<file path="src/rtl/hex_disp_pkg.sv">
// Shared definitions for the debug-board hex display blocks.
package hex_disp_pkg;

  localparam int DEF_NUM_DIGITS    = 8;
  localparam int DEF_TICK_DIV      = 50000;
  localparam int DEF_BLANK_LEADING = 1;

  typedef enum logic {
    IDLE = 1'b0,
    SCAN = 1'b1
  } scan_state_t;

  // Index/counter width for n values, never narrower than one bit.
  function automatic int digit_idx_w(input int n);
    return (n <= 2) ? 1 : $clog2(n);
  endfunction

endpackage

</file>
<file path="src/rtl/hex_digit_scanner_tick_divider.sv">
// Free-running slot divider: tick pulses once every TICK_DIV enabled cycles.
module tick_divider
  import hex_disp_pkg::*;
#(
  parameter int TICK_DIV = DEF_TICK_DIV
) (
  input  logic clk,
  input  logic rst_n,
  input  logic clear,
  input  logic enable,
  output logic tick
);

  localparam int CW = digit_idx_w(TICK_DIV);
  localparam logic [CW-1:0] LAST = CW'(TICK_DIV - 1);

  logic [CW-1:0] count_reg;

  assign tick = enable && (count_reg == LAST);

  always_ff @(posedge clk or negedge rst_n) begin
    if (!rst_n) begin
      count_reg <= '0;
    end else if (clear) begin
      count_reg <= '0;
    end else if (enable) begin
      count_reg <= tick ? '0 : count_reg + 1'b1;
    end
  end

endmodule

</file>
<file path="src/rtl/hex_digit_scanner.sv">
// Multiplexed seven-segment scanner; new words are taken only at frame boundaries
// so a frame never mixes old and new digits.
module hex_digit_scanner
  import hex_disp_pkg::*;
#(
  parameter int NUM_DIGITS    = DEF_NUM_DIGITS,
  parameter int TICK_DIV      = DEF_TICK_DIV,
  parameter int BLANK_LEADING = DEF_BLANK_LEADING
) (
  input  logic                    clk,
  input  logic                    rst_n,
  input  logic                    load_valid,
  output logic                    load_ready,
  input  logic [4*NUM_DIGITS-1:0] load_data,
  input  logic [NUM_DIGITS-1:0]   load_dp,
  output logic [3:0]              nibble,
  output logic [NUM_DIGITS-1:0]   digit_en_n,
  output logic                    blank,
  output logic                    dp_n
);

  localparam int IDX_W = digit_idx_w(NUM_DIGITS);
  localparam logic [IDX_W-1:0] LAST_IDX = IDX_W'(NUM_DIGITS - 1);

  scan_state_t               state_reg;
  logic [IDX_W-1:0]          idx_reg;
  logic [4*NUM_DIGITS-1:0]   shadow_reg;
  logic [NUM_DIGITS-1:0]     shadow_dp_reg;
  logic                      tick;
  logic                      transfer;
  logic                      lit;
  logic [3:0]                digits [NUM_DIGITS];
  logic [NUM_DIGITS:0]       zero_from;
  logic [NUM_DIGITS-1:0]     suppress;

  tick_divider #(.TICK_DIV(TICK_DIV)) u_tick (
    .clk    (clk),
    .rst_n  (rst_n),
    .clear  (state_reg == IDLE),
    .enable (state_reg == SCAN),
    .tick   (tick)
  );

  assign load_ready = (state_reg == IDLE) || (tick && (idx_reg == LAST_IDX));
  assign transfer   = load_valid && load_ready;

  always_ff @(posedge clk or negedge rst_n) begin
    if (!rst_n) begin
      state_reg     <= IDLE;
      idx_reg       <= '0;
      shadow_reg    <= '0;
      shadow_dp_reg <= '0;
    end else begin
      case (state_reg)
        IDLE: begin
          if (transfer) begin
            shadow_reg    <= load_data;
            shadow_dp_reg <= load_dp;
            idx_reg       <= '0;
            state_reg     <= SCAN;
          end
        end
        SCAN: begin
          if (tick) begin
            idx_reg <= (idx_reg == LAST_IDX) ? '0 : idx_reg + 1'b1;
          end
          // Only possible on the last-digit tick, i.e. together with the wrap to 0.
          if (transfer) begin
            shadow_reg    <= load_data;
            shadow_dp_reg <= load_dp;
          end
        end
        default: state_reg <= IDLE;
      endcase
    end
  end

  // zero_from[i]: every digit from i up to the top one is zero.
  assign zero_from[NUM_DIGITS] = 1'b1;

  genvar gi;
  generate
    for (gi = 0; gi < NUM_DIGITS; gi++) begin : g_digit
      assign digits[gi]    = shadow_reg[4*gi +: 4];
      assign zero_from[gi] = (shadow_reg[4*gi +: 4] == 4'h0) && zero_from[gi+1];
      if (gi == 0) begin : g_first
        assign suppress[gi] = 1'b0;
      end else begin : g_rest
        assign suppress[gi] = (BLANK_LEADING != 0) && zero_from[gi];
      end
      assign digit_en_n[gi] = !(lit && (idx_reg == IDX_W'(gi)));
    end
  endgenerate

  assign lit    = (state_reg == SCAN) && !suppress[idx_reg];
  assign nibble = digits[idx_reg];
  assign blank  = !lit;
  assign dp_n   = !(lit && shadow_dp_reg[idx_reg]);

endmodule

</file>
<file path="config.mk">
export PLATFORM = sky130hd
export DESIGN_NAME = hex_digit_scanner
export DESIGN_NICKNAME = d
export VERILOG_FILES = /design/src/rtl/hex_disp_pkg.sv /design/src/rtl/hex_digit_scanner_tick_divider.sv /design/src/rtl/hex_digit_scanner.sv
export SDC_FILE = /design/constraint.sdc
export NUM_CORES = 1
export LEC_CHECK = 0
export ABC_AREA = 1
export CAP_MARGIN = 10
export CORE_MARGIN = 2
export CORE_UTILIZATION = 40
export CTS_BUF_LIST = sky130_fd_sc_hd__clkbuf_16
export CTS_CLUSTER_SIZE = 8
export DETAILED_ROUTE_END_ITERATION = 6
export DONT_BUFFER_PORTS = 1
export PLACE_DENSITY = 0.56
export SETUP_SLACK_MARGIN = 0.15
export SLEW_MARGIN = 30
export SYNTH_ARGS = -nofsm -noshare
export SYNTH_HDL_FRONTEND = slang
export SYNTH_SLANG_ARGS = --single-unit
</file>
<file path="constraint.sdc">
create_clock -name clk -period 2.15 [get_ports clk]
set_input_delay 0.43 -clock clk [delete_from_list [all_inputs] [get_ports clk]]
set_output_delay 0.43 -clock clk [all_outputs]
set_load 0.02 [all_outputs]
</file>
==> metrics.yaml, run 1 <==
largest_reg_flops: 32
num_antenna_cells: 0
routabilityCongestion: 0.9159
cts_tree: "built"
die_h_um: 96.38
critical-path-top-delay-family: "simple AND/OR/NAND/NOR gates"
internal-power_mw: 2.739
clk_path_buf_depth: 2
routed_wirelength_um: 9126
switching_share_pct: 29.37
finalCritPeriodShare_pct: 98.04
cts_max_level: 3
worstPathArrival_ns: 1.68
hpwl_um: 6093
final_hold_viol_count: 0
fp.coreArea_um2: 8258
skew_ns: 0.007011
ant_nets: 0
leakagePower_nw: 2.129
num_io_pins: 58
p_per_area_nw_per_um2: 889.0
grt_max_degree: 61
ys_seq_area_share_pct: 43.99
share_comb_of_total_power_pct: 21.2
cts-root-buf: "clkbuf_16"
status: "finished, final reports clean"
holdCritPathClass: "primary input to flop"
final-max-slew-violation-count: 0
synthTopCellsByArea: "dfrtp_1 44%, nand2_1 15%, nand3_1 11%"
clk_latency_ns: 0.33
cp_max_fo: 5
max_freq_mhz: 474.4
required_ns: 1.72
drive_above_1_share_pct: 21.50
maxCapViolations: 0
synth_area_leader_cell: "dfrtp_1"
num_vias: 3084
grt_pass1_vias: 2969
die_x_um: 96.38
worst_pin_slew_ns: 0.5034
synth_edf_count: 0
syn_to_final_growth_pct: 27.82
dieArea_um2: 9288
yosys_warnings: 0
switching_power_mw: 1.139
vias_per_cell: 5.281
grtUsageTotal_pct: 21.22
post_dp_cell_area_um2: 3497
wl_per_cell_um: 15.63
syn_area_per_cell_um2: 7.436
rsz0062_at_grt: "yes"
nets: 524
ys_types: 30
synth-seq-cells: 60
start_util_pct: 41.33
port_buffers: 0
min_period_ns: 2.108
p_clk_share_pct: 42.4
path_buf_inv: 0
ys_async_sr_fraction_pct: 100.0
synthCells: 459
clock_sinks: 60
crit_path_start_kind: "flop"
numCtsBuffers: 9
setup_tns_ns: 0
clkTransAtPathRegs_ns: 0.06
synth_top_area_share_pct: 43.99
whs_ns: 0.2251
grt_pass1_wl_um: 14770
synth.net_count: 509
syn_area_um2: 3413
ys.flop_type: "dfrtp_1"
worst_ir_drop_vdd_uv: 368.8
critPathKind: "flop to primary output"
max_stage_delay_ns: 0.42
rows: 33
slew_headroom_pct: 66.44
antenna_found_initial: 0
crit_chain: "nor2_1 > nand2_1 > o21a_1 > nor2_4 > nand2_8 > nand3_4"
drtIter0Drc: 235
first_pass_iters: 4
setup_viol: 0
cp_slowest_cell: "dfrtp_1"
design_area_um2: 4363
drc: 0
endpoint_kind: "primary output"
num-fill-cells: 788
pwr-share-seq_pct: 36.4
overflow: 0
## repair_timing
action                                  in CTS  in global routing
endpoints found under the hold margin       60                  0
gates resized for setup                     66                 27
pin swaps                                   14                 12
endpoints found under the setup margin      15                 16
hold buffers                                 2                  0
cloned                                       4                  0
setup buffers                                9                  0
## power by group through the flow
| stage | clock network, mW | logic [mW] | registers, mW |
|---|---|---|---|
| floorplan | 0 | 0.504 | 1.37 |
| global placement | 0 | 0.603 | 1.42 |
| detailed placement | 0 | 0.608 | 1.42 |
| CTS | 1.68 | 0.778 | 1.41 |
| global route | 1.74 | 0.925 | 1.43 |
| finish | 1.64 | 0.824 | 1.41 |
## worst paths after layout
| path | cells past startpoint | slack, ns | start | to |
|---|---|---|---|---|
| worst max-delay path | 6 | 0.04 | shadow_reg[24]$_DFFE_PN0P_ | digit_en_n[3] |
| worst min register to register | 2 | 0.47 | shadow_dp_reg[0]$_DFFE_PN0P_ | shadow_dp_reg[0]$_DFFE_PN0P_ |
| max in group asynchronous | 2 | 1.26 | rst_n | idx_reg[1]$_DFFE_PN0P_ |
| worst max register to register | 8 | 0.33 | idx_reg[0]$_DFFE_PN0P_ | shadow_reg[28]$_DFFE_PN0P_ |
| min in group asynchronous | 2 | 0.63 | rst_n | u_tick.count_reg[12]$_DFF_PN0_ |
| worst min-delay path | 1 | 0.23 | load_valid | state_reg$_DFF_PN0_ |
## layer usage
metal	share of wire [%]	vias up	track usage, %
met3	6.8	14	4.189
met5	0	-	0
met1	46	1451	29.92
li1	-	1524	-
met2	46	95	32.41
met4	1.8	0	7.746
## cell families (layout without fill, tap and decap cells)
family,Yosys count,in the layout,synth area share (%)
flip-flops,60,60,43.99
AND/OR/NAND/NOR,283,284,36.44
AO/OA/AOI/OAI,43,43,7.148
XOR/XNOR,5,5,1.283
buffers and inverters,61,80,8.577
adder cells (fa/ha/maj),7,7,2.566
## cell type report
cell class	count	area, um2	share of cell area (%)
Clock inverter	7	115.1	2.638
Inverter	38	145.1	3.327
Clock buffer	9	225.2	5.162
Tap cell	105	131.4	3.011
Multi-Input combinational cell	339	1893	43.39
Sequential cell	60	1506	34.53
Timing Repair Buffer	26	346.6	7.944
## Yosys cell counts, drive strengths merged (3+ instances only)
master    n
nand4     4
dfrtp    60
inv      37
nor3b     3
nand3    73
clkbuf   12
a31oi     3
o21ai    27
buf      11
ha        7
nor2     53
xor2      5
or2       4
a21oi     7
nand2   141
nor3      5
## cell usage in the layout, fill, tap and decap left out, types with 4 or more instances in the layout
cell       synthesis  final
a21oi_1            7      4
buf_4              0     12
buf_6              8      5
clkbuf_16          0      9
dfrtp_1           60     56
dfrtp_2            0      4
ha_1               7      4
inv_1             34     31
inv_2              3      5
nand2_1          135    129
nand2_2            4      6
nand2_4            2      4
nand3_1           72     62
nand3_4            0      9
nand4_1            4      4
nor2_1            50     44
nor2_2             1      4
nor2_4             2      5
nor3_1             4      4
o21ai_0           27     10
o21ai_1            0     11
o21ai_2            0      6
or2_2              4      4
xor2_1             5      5
## through the flow
stage	cells	power [mW]	util [%]	setup WS [ns]
2_1_floorplan	459	1.878	-	0.2908
3_3_place_gp	553	2.020	42.35	0.2564
3_5_place_dp	553	2.028	42.35	0.2286
4_1_cts	584	3.863	51.48	0.07964
5_1_grt	584	4.093	52.83	-0.02080
6_report	584	3.878	52.83	0.04211
## worst reg2reg max path, delay by kind of cell (launching register included)
family                   cells  cell delay, ns
AO/OA/AOI/OAI                1            0.15
flip-flops                   1            0.48
adder cells (fa/ha/maj)      2            0.43
buffers and inverters        3            0.49
AND/OR/NAND/NOR              2            0.21
(Power assumes the default switching activity.)
==> run 2, diff against run 1 <==
- GPL_TIMING_DRIVEN: default -> 0
==> run 2 against run 1 <==
  * Setup slack gained 0.051 ns
  * Combinational power is essentially flat
  * Register-to-register slack lost 0.03 ns
  * Critical path type unchanged
==> metrics.yaml, run 2 (synthesis gave the netlist of run 1 again) <==
drc: 0  # unchanged
hpwl_um: 6442  # was 6093 um
num_vias: 3066  # was 3084
skew_ns: 0.008431  # was 0.007011 ns
r2r_slack_ns: 0.30  # was 0.33 ns
r2r-start: "idx_reg[0]$_DFFE_PN0P_"  # unchanged
internal-power_mw: 2.719  # was 2.739 mW
required_ns: 1.72  # about the same
clk_path_buf_depth: 2  # unchanged
p_clk_share_pct: 42.2  # was 42.4%
maxUsedRoutingLayer: "met4"  # unchanged
switching_share_pct: 29.81  # was 29.37%
final_hold_viol_count: 0  # unchanged
leakagePower_nw: 2.176  # was 2.129 nW
dieArea_um2: 9288  # unchanged
dp_slack_ns: -0.1212  # was 0.2286 ns
num_antenna_cells: 0  # unchanged
wl_met3_um: 438  # was 617 um
layout_common_cells: "127 x nand2_1, 62 x nand3_1, 60 x dfrtp_1"  # was 129 x nand2_1, 62 x nand3_1, 56 x dfrtp_1
critPathKind: "flop to primary output"  # unchanged
grt_max_degree: 61  # unchanged
p_per_area_nw_per_um2: 891.1  # was 889.0 nW/um2
crit_path_start_kind: "flop"  # unchanged
rows: 33  # unchanged
syn_to_final_growth_pct: 27.38  # was 27.82%
fp.coreArea_um2: 8258  # unchanged
antenna_found_initial: 0  # unchanged
worst_ir_drop_vdd_uv: 443.8  # was 368.8 uV
share_comb_of_total_power_pct: 21.3  # was 21.2%
finalCritPeriodShare_pct: 95.65  # was 98.04%
clkTransAtPathRegs_ns: 0.05  # was 0.06 ns
pwr-share-seq_pct: 36.6  # was 36.4%
endpoint_kind: "primary output"  # unchanged
setup_viol: 0  # unchanged
port_buffers: 0  # unchanged
endpoint: "digit_en_n[5]"  # was digit_en_n[3]
die_x_um: 96.38  # unchanged
cts_tree: "built"  # unchanged
grt_pass1_wl_um: 14810  # was 14770 um
holdCritPathClass: "primary input to flop"  # unchanged
met1_length_um: 4430  # was 4168 um
ant_nets: 0  # unchanged
grt_pass1_vias: 2955  # was 2969
maxCapViolations: 0  # unchanged
worstPathArrival_ns: 1.63  # was 1.68 ns
wl_met2_um: 4148  # was 4178 um
final_common_cell: "nand2_1"  # unchanged
num_io_pins: 58  # unchanged
cp_max_fo: 10  # was 5
largest_reg_flops: 32  # unchanged
clk_latency_ns: 0.33  # about the same
timing.rr.end: "shadow_reg[13]$_DFFE_PN0P_"  # was shadow_reg[28]$_DFFE_PN0P_
setup_ws_ns: 0.09348  # was 0.04211 ns
nets: 539  # was 524
final-max-slew-violation-count: 0  # unchanged
numCtsBuffers: 9  # unchanged
switching_power_mw: 1.155  # was 1.139 mW
routabilityCongestion: 0.9074  # was 0.9159
min_period_ns: 2.057  # was 2.108 ns
crit_start: "idx_reg[2]$_DFFE_PN0P_"  # was shadow_reg[24]$_DFFE_PN0P_
worst_pin_slew_ns: 0.5254  # was 0.5034 ns
drtIter0Drc: 138  # was 235
first_pass_iters: 4  # unchanged
overflow: 0  # unchanged
wl_per_cell_um: 15.28  # was 15.63 um
max_freq_mhz: 486.3  # was 474.4 MHz
clock_sinks: 60  # unchanged
die_h_um: 96.38  # unchanged
power.total_mw: 3.875  # was 3.878 mW
cts-root-buf: "clkbuf_16"  # unchanged
routed_wirelength_um: 9153  # was 9126 um
vias_per_cell: 5.119  # was 5.281
rsz0062_at_grt: "yes"  # unchanged
start_util_pct: 41.33  # unchanged
cts_max_level: 3  # unchanged
grtUsageTotal_pct: 21.22  # about the same
drive_above_1_share_pct: 20.45  # was 21.50%
slew_headroom_pct: 64.98  # was 66.44%
status: "finished, final reports clean"  # unchanged
r2r_cells: 11  # was 8
run 2: stage by stage:
step | setup TNS [ns] | area (um2) | hold slack [ns] | utilization [%] | std cells
after CTS | 0 | 4228 | 0.2336 | 51.20 | 592
after detailed placement | -0.1212 | 3545 | 0.1357 | 42.92 | 564
after floorplan | 0 | 3413 | 0.1344 | - | 459
after global placement | -0.1201 | 3545 | 0.1360 | 42.92 | 564
after global routing | 0 | 4348 | 0.2422 | 52.65 | 599
final | 0 | 4348 | 0.2366 | 52.65 | 599
run 2: worst min path at each step:
stage | to | depth (start not counted) | start | slack, ns
after CTS | shadow_reg[18]$_DFFE_PN0P_ | 2 | load_data[18] | 0.23
final | shadow_reg[18]$_DFFE_PN0P_ | 2 | load_data[18] | 0.24
after floorplan | idx_reg[0]$_DFFE_PN0P_ | 0 | rst_n | 0.13
after global placement | u_tick.count_reg[10]$_DFF_PN0_ | 0 | rst_n | 0.14
after global routing | shadow_reg[3]$_DFFE_PN0P_ | 2 | load_data[3] | 0.24
after detailed placement | u_tick.count_reg[11]$_DFF_PN0_ | 0 | rst_n | 0.14
run 2: timing repair:
| item | CTS | global route |
|---|---|---|
| gates resized for setup | 66 | 22 |
| buffers inserted | 8 | 7 |
| pin swaps | 15 | 9 |
| gates cloned | 2 | 0 |
| hold buffers | 2 | 0 |
| hold endpoints to repair | 60 | 0 |
| setup endpoints to repair | 15 | 26 |
run 2: critical path, stage by stage (launching register included):
cell and delay, ns:
dfrtp_1 0.51, clkbuf_1 0.44, nand2_1 0.11, inv_1 0.12, nand3_4 0.11
run 2: metal layers:
layer / track usage [%] / vias up
met2: 33.10 / 66
met5: 0 / -
met1: 29.10 / 1450
met3: 4.655 / 10
li1: - / 1540
met4: 7.629 / 0
run 2: power groups by stage:
stage	clock [mW]	sequential (mW)	combinational, mW
after floorplan	0	1.37	0.504
after global placement	0	1.41	0.606
after detailed placement	0	1.41	0.612
after CTS	1.64	1.40	0.769
after global routing	1.70	1.43	0.929
final	1.63	1.42	0.824
run 2: area by class of cell:
class,instances,area [um2]
fillers,805,3910
multi-input cells,339,1863
flip-flops and latches,60,1501
clock buffers,9,225.2
plain buffers,23,209.0
repair buffers,18,162.7
inverters,38,148.9
well taps,105,131.4
clock inverters,7,106.4
